[config.mk]
export PLATFORM = sky130hd
export DESIGN_NAME = instr_fetch_unit
export DESIGN_NICKNAME = d
export VERILOG_FILES = /design/src/rtl/instr_fetch_unit.sv
export SDC_FILE = /design/constraint.sdc
export NUM_CORES = 2
export LEC_CHECK = 0
export ABC_AREA = 1
export BUFFER_PORTS_ARGS = -buffer_cell sky130_fd_sc_hd__buf_2
export CORE_ASPECT_RATIO = 0.8
export CORE_UTILIZATION = 30
export CTS_BUF_LIST = sky130_fd_sc_hd__clkbuf_4
export DETAILED_ROUTE_END_ITERATION = 10
export PLACE_DENSITY = 0.5
export REMOVE_ABC_BUFFERS = 1
export SLEW_MARGIN = 20
export SYNTH_ARGS = -nofsm -noshare
export SYNTH_HDL_FRONTEND = slang
export SYNTH_SLANG_ARGS = --single-unit
export TNS_END_PERCENT = 100
[constraint.sdc]
create_clock -name clk -period 3.36 [get_ports clk]
set_input_delay 0.672 -clock clk [delete_from_list [all_inputs] [get_ports clk]]
set_output_delay 0.672 -clock clk [all_outputs]
set_load 0.01 [all_outputs]
[src/rtl/instr_fetch_unit.sv]
// Instruction fetch stage: loadable instruction memory, pc and registered issue.
// Optional fetch counter enabled by defining IFU_FETCH_COUNT_EN.
module instr_fetch_unit #(
  parameter int          ADDR_W      = 8,
  parameter logic [3:0]  HALT_OPCODE = 4'hF
) (
  input  logic              clk,
  input  logic              rst,
  input  logic              start,
  input  logic              stall,
  input  logic              load_en,
  input  logic [ADDR_W-1:0] load_addr,
  input  logic [15:0]       load_data,
  output logic [15:0]       instruction,
  output logic              instr_valid,
  output logic [ADDR_W-1:0] pc,
  output logic              halted,
`ifdef IFU_FETCH_COUNT_EN
  output logic [15:0]       fetch_count,
`endif
  output logic              busy
);

  localparam int DEPTH = 1 << ADDR_W;

  typedef enum logic [1:0] {
    IDLE  = 2'd0,
    FETCH = 2'd1,
    HALT  = 2'd2
  } state_t;

  state_t            state, state_n;
  logic [ADDR_W-1:0] pc_n;
  logic [15:0]       instr_n;
  logic              valid_n;
  logic              accept;
  logic              issue;
  logic [15:0]       word;
  logic [15:0]       imem [DEPTH];

  assign word   = imem[pc];
  assign busy   = (state == FETCH);
  assign halted = (state == HALT);

  // Loads are only honoured while the fetch path is not reading memory.
  always_ff @(posedge clk) begin
    if (load_en && state != FETCH)
      imem[load_addr] <= load_data;
  end

  always_ff @(posedge clk or posedge rst) begin
    if (rst) begin
      state       <= IDLE;
      pc          <= '0;
      instruction <= '0;
      instr_valid <= 1'b0;
    end else begin
      state       <= state_n;
      pc          <= pc_n;
      instruction <= instr_n;
      instr_valid <= valid_n;
    end
  end

  always_comb begin
    state_n = state;
    pc_n    = pc;
    instr_n = instruction;
    valid_n = instr_valid;
    accept  = 1'b0;
    issue   = 1'b0;
    unique case (state)
      IDLE, HALT: begin
        if (start) begin
          state_n = FETCH;
          pc_n    = '0;
          instr_n = '0;
          valid_n = 1'b0;
          accept  = 1'b1;
        end
      end
      FETCH: begin
        if (!stall) begin
          if (word[15:12] == HALT_OPCODE) begin
            // Halt word is consumed but never issued; pc stays on it.
            state_n = HALT;
            instr_n = '0;
            valid_n = 1'b0;
          end else begin
            instr_n = word;
            valid_n = 1'b1;
            pc_n    = pc + ADDR_W'(1);
            issue   = 1'b1;
          end
        end
      end
      default: state_n = IDLE;
    endcase
  end

`ifdef IFU_FETCH_COUNT_EN
  always_ff @(posedge clk or posedge rst) begin
    if (rst)
      fetch_count <= '0;
    else if (accept)
      fetch_count <= '0;
    else if (issue && fetch_count != 16'hFFFF)
      fetch_count <= fetch_count + 16'd1;
  end
`else
  logic unused_issue;
  assign unused_issue = issue ^ accept;
`endif

endmodule

* Word level (Yosys, flattened, before mapping)
Memories as Yosys holds them, arrays and structs flattened. Index checks and enable logic that the tools add are counted.
Word-level totals: memory bits (writable) 4096, memories 1, input bits 29, logic and storage cells 39, output and inout bits 27, register bits 27
Cells by class: muxes and demuxes 18, add/sub/neg operators 1, equality and inequality tests 8, reduce and logical (&&, ||, !) cells 7
Memory list:
- imem | words 256, bits a word 16, rd ports 1, clocked after memory_dff 0, wr ports 1, line 39 | logic [15:0] imem [DEPTH];
Operator list (count):
- $mux W16 | 3
- $pmux W16 S2 | 1
- $mux W8 | 3
- $pmux W8 S2 | 1
- $add A8 B1 Y8 const B | 1
- $mux W2 | 3
- $ne A2 B2 Y1 const B | 3
- $reduce_and A3 Y1 | 2
- $mux W1 | 5
- $eq A4 B4 Y1 const B | 1
- $ne A2 B1 Y1 const B | 2
- $pmux W2 S2 | 1
- $reduce_and A4 Y1 | 1
- $eq A2 B1 Y1 const B | 1
- $eq A2 B2 Y1 const B | 1
- $logic_not A2 Y1 | 1
- $pmux W1 S2 | 1
- $reduce_bool A2 Y1 | 1
- $reduce_or A2 Y1 | 1
- $logic_and A1 B1 Y1 | 1

* Logic depth before layout (Yosys ltp)
An unclocked memory read counts as a cell.
word-level depth 5, gate-level depth with buffers 18, depth with buffers taken out 15

* Worst setup path after synthesis
OpenSTA, ideal clock, no wires.
path kind input to register, start in load_en, end mem imem[110][0], enable pin, path buffers 2, required time 2972 ps, library setup time 388 ps, data arrival time 2446 ps, slack 525 ps, stages 6, path through inv_1 -> nor2_1 -> clkbuf_1 -> nand2_1 -> clkbuf_1 -> nor2_1
On the way: cells in the longest elaborated chain, start to end 3
RTL lines:
- from (decl) | line 11 | input logic load_en,
- $logic_and A1 B1 Y1 | line 47 | if (load_en && state != FETCH)
- $mux W1 | line 47
- $mux W1 (implied by the code) | line 48 | imem[load_addr] <= load_data;
- to (decl) | line 39
Every way passes these cells.

* Worst setup path after layout
start reg pc[0], end reg instruction[4]
On the way: cells in the longest elaborated chain, start to end 5
RTL lines:
- from (decl) | line 16 | output logic [ADDR_W-1:0] pc,
- from (signal assigned) | line 59 | pc <= pc_n;
- $mem_v2 Z256 W16 (*)
- $eq A4 B4 Y1 | line 84 | if (word[15:12] == HALT_OPCODE) begin
- $mux W16 (*) | line 84
- $mux W16 (*) | line 83 | if (!stall) begin
- $pmux W16 S2 (*) | line 72 | unique case (state)
- to (signal assigned) | line 60 | instruction <= instr_n;
- to (decl) | line 14 | output logic [15:0] instruction,
Mark *: on every way between the ends. The rest lies on a longest branch, timed or not. The select of a mux whose other input is x is not followed. A chain may end at the register's enable or synchronous reset.

==> summary.md <==
| Metric | Value |
|---|---|
| Synth Area per Inst | `12.1 µm²` |
| Die H | `667 µm` |
| Crit-path cells | `buf_4 > buf_8 > clkinv_16 > buf_16 > buf_4 > buf_4 > clkbuf_16 > nand2_1 > nand3_1 > nand3_1 > nand3_1 > nand3_2 > nand3_1 > nand3_2 > nand3_2 > nand2_4 > nor2_4 > nand2_1 > nand2_1 > buf_12 > o21ai_0` |
| Root buffer cell | `clkbuf_4` |
| Drt wl/cell | `24.1 µm` |
| Wl on met1 | `248 mm` |
| Peak VDD IR | `around 420 µV` |
| Starting Density | `0.302` |
| Vias in the first global route | `roughly 110k` |
| Setup slack after layout | `-0.0866 ns` |
| Cts bufs inserted | `1182` |
| # Max-Cap Violations | `0` |
| Status | `finished, violations left` |
| WP depth | `21` |
| Pins Over Slew Limit | `0` |
| CP top delay family | `simple AND/OR/NAND/NOR gates` |
| Drt first pass iters | `8` |
| Clk slew on worst S/H paths | `0.06 ns` |
| Worst reg2reg path depth | `21` |
| Post-layout min period | `around 3.4 ns` |
| Min-Delay Path Depth | `3` |
| Via count | `115000` |
| Total Wirelength | `560 mm` |
| Yosys warns | `0` |
| Synthesized area | `166000 µm²` |
| CP arrival | `about 5 ns` |
| Reg area | `124000 µm²` |
| Placed insts | `21200` |
| Share of cells above drive strength 1 | `0.199` |
| Wire length on met2 | `248 mm` |
| Slowest CP cell | `dfrtp_4` |
| Fin crit share | `1.03` |
| HP Class | `primary input to register` |
| P&R area growth vs syn | `19.9%` |
| Crit end category | `register` |
| Initial antenna violation count | `25` |
| Crit-path most repeated cell | `nand3_1` |
| Ports | `56` |
| CP Data Required Time | `4.90 ns` |
| Largest net degree at the start of global routing | `97` |
| Nets | `15200` |
| Hold Vio Cnt, Final | `0` |
| Final setup fails | `14` |
| Number of fill cells | `around 54000` |
| Max Clock Freq | `290 MHz` |
| Register area share after synthesis | `0.745` |
| H-tree Lvls | `7` |
| Die Footprint | `556000 µm²` |
| Row cnt | `243` |
| First-pass GRT wire length | `around 800 mm` |
| Via density | `4.96` |
| Post-Layout Cell Count | `about 23000` |
| DP Area | `around 180000 µm²` |
| Core area | `549000 µm²` |
| PortBufs | `55` |
| Hold Crit Start | `load_data[9]` |
| Clock Path Buffers | `5` |
| Cell leakage power | `around 0.07 µW` |
| Setup Skew | `0.165 ns` |
| CP max stage delay | `0.52 ns` |
| Design area | `199000 µm²` |
| PD cells | `~740 nW/µm²` |
| HPWL after DPL | `324 mm` |
| Detailed router's first-iteration violation count | `12800` |
| FF+latch count, synth | `4123` |
| Failing checks | `setup timing` |
| Worst skew pair latency | `around 1.8 ns` |
| Tot GR Track Use | `0.196` |
| Die Wd | `approximately 830 µm` |
| GPL Wtd Cong | `0.888` |
| Syn Inst Count | `13700` |
| CP Class | `register to register` |
| CTS tree | `done` |
| Total power | `148000 µW` |
| Worst rel slew slack | `0.354` |
| DRT antenna net count | `0` |
| Crit path max fanout | `17` |
| Reg-to-Reg Start | `pc[0]$_DFFE_PP0P_` |
| CP Buf/Inv Count | `8` |
| Critical path origin | `pc[0]$_DFFE_PP0P_` |
| Worst hold slack | `0.285 ns` |
| Worst-margin pin slew | `between 0.9 and 1 ns` |
| GRT overflow | `0` |
| Metal3 WL | `47.3 mm` |
| Clk sinks | `4123` |
| Synth unique cells | `30` |
| Multi-input logic area | `between 30000 and 40000 µm²` |
| RSZ-0062 raised after global routing | `true` |
| Post-route DRC | `0` |
| Critical path launch point type | `register` |
| Top sig layer | `met5` |
final timing paths:
path / slack [ns] / end
setup / recovery: -0.09 / instruction[4]$_DFFE_PP0P_
hold / removal: 0.28 / imem[52][9]$_DFFE_PP_
setup reg to reg: -0.09 / instruction[4]$_DFFE_PP0P_
hold reg to reg: 0.63 / instruction[10]$_DFFE_PP0P_
max in group asynchronous: 2.35 / pc[0]$_DFFE_PP0P_
min in group asynchronous: 0.29 / instruction[8]$_DFFE_PP0P_
state kept, by name (all words and copies together), names as in the netlist:
name,count
imem,4096
instr_valid,1
instruction,16
pc,8
state,2
timing repair:
| action | 4_1_cts | 5_1_grt |
|---|---|---|
| setup endpoints to repair | 42 | 272 |
| gates cloned | 11 | 18 |
| endpoints found under the hold margin | 5805 | 0 |
| pin swaps | 2 | 8 |
| hold buffers | 68 | 0 |
| setup buffers | 35 | 46 |
| gates resized for setup | 82 | 199 |
per-stage QoR:
stage,setup TNS (ns),util,setup WS (ns)
3_5_place_dp,-2.16,0.330,-0.145
4_1_cts,-11.25,0.359,-0.247
5_1_grt,-2.22,0.362,-0.181
2_1_floorplan,-2776.17,-,-101.20
6_report,-0.740,0.362,-0.0866
3_3_place_gp,-3.14,0.330,-0.211
layer usage:
| metal | vias up | track usage |
|---|---|---|
| met5 | - | 0 |
| li1 | 52700 | - |
| met3 | 794 | 0.0496 |
| met2 | 4862 | 0.290 |
| met1 | 57100 | 0.277 |
| met4 | 2 | 0.0722 |
power by group:
group,switching (µW),total [µW],internal (µW)
clock network,20700,45100,24400
registers,311,57000,56700
logic,31100,45500,14400
area by class of cell:
cell class,count,share of cell area
multi-input combinational,8599,0.193
timing repair buffer,1223,0.0670
tap,7350,0.0462
sequential,4123,0.622
clock inverter,195,0.00577
timing repair inverter,1,0.0000566
antenna,23,0.000289
inverter,48,0.00127
clock buffer,1723,0.0650
kinds of logic after synthesis:
logic type      after synthesis  synth area share
simple gates               8561             0.224
xor+xnor                      1         0.0000528
flops                      4123             0.745
buf+inv                     988            0.0294
fa+ha+maj                     1         0.0000754
compound gates               36           0.00112
layout by cell type (no fill, tap or decap), drive strengths merged:
cell and instances:
diode 23, nand3 4052, clkinvlp 1, nor2 302
a21oi 7, nand2 4199, xor2 1, ha 1
clkinv 158, dlygate4sd3 57, clkbuf 1740, a31oi 2
bufbuf 10, dfrtp 27, nor4 2, edfxtp 4096
bufinv 15, o21ai 26, inv 70, o31ai 1
nor3 5, nor3b 1, buf 1139
cell usage after synthesis (all sizes together):
library cell / instances / share of area
nor3: 5 / 0.00018
xor2: 1 / 0.000053
edfxtp: 4096 / 0.74
nor2: 302 / 0.0069
dfrtp: 27 / 0.0041
o31ai: 1 / 0.000045
ha: 1 / 0.000075
nand3: 4052 / 0.12
clkbuf: 151 / 0.0034
a21oi: 7 / 0.00021
inv: 46 / 0.0011
buf: 789 / 0.025
nor4: 2 / 0.00011
a31oi: 2 / 0.000075
o21ai: 26 / 0.00078
clkinv: 2 / 0.000045
nor3b: 1 / 0.000045
nand2: 4199 / 0.095
worst reg2reg max path: cells and delay by family, from the launching register on:
family	cells	cell delay (ns)
AOI/OAI and AO/OA	1	0.11
buffers and inverters	8	1.28
DFF	1	0.52
and+or+nand+nor	12	1.41
Note: power is estimated with default switching activity, not from simulation.
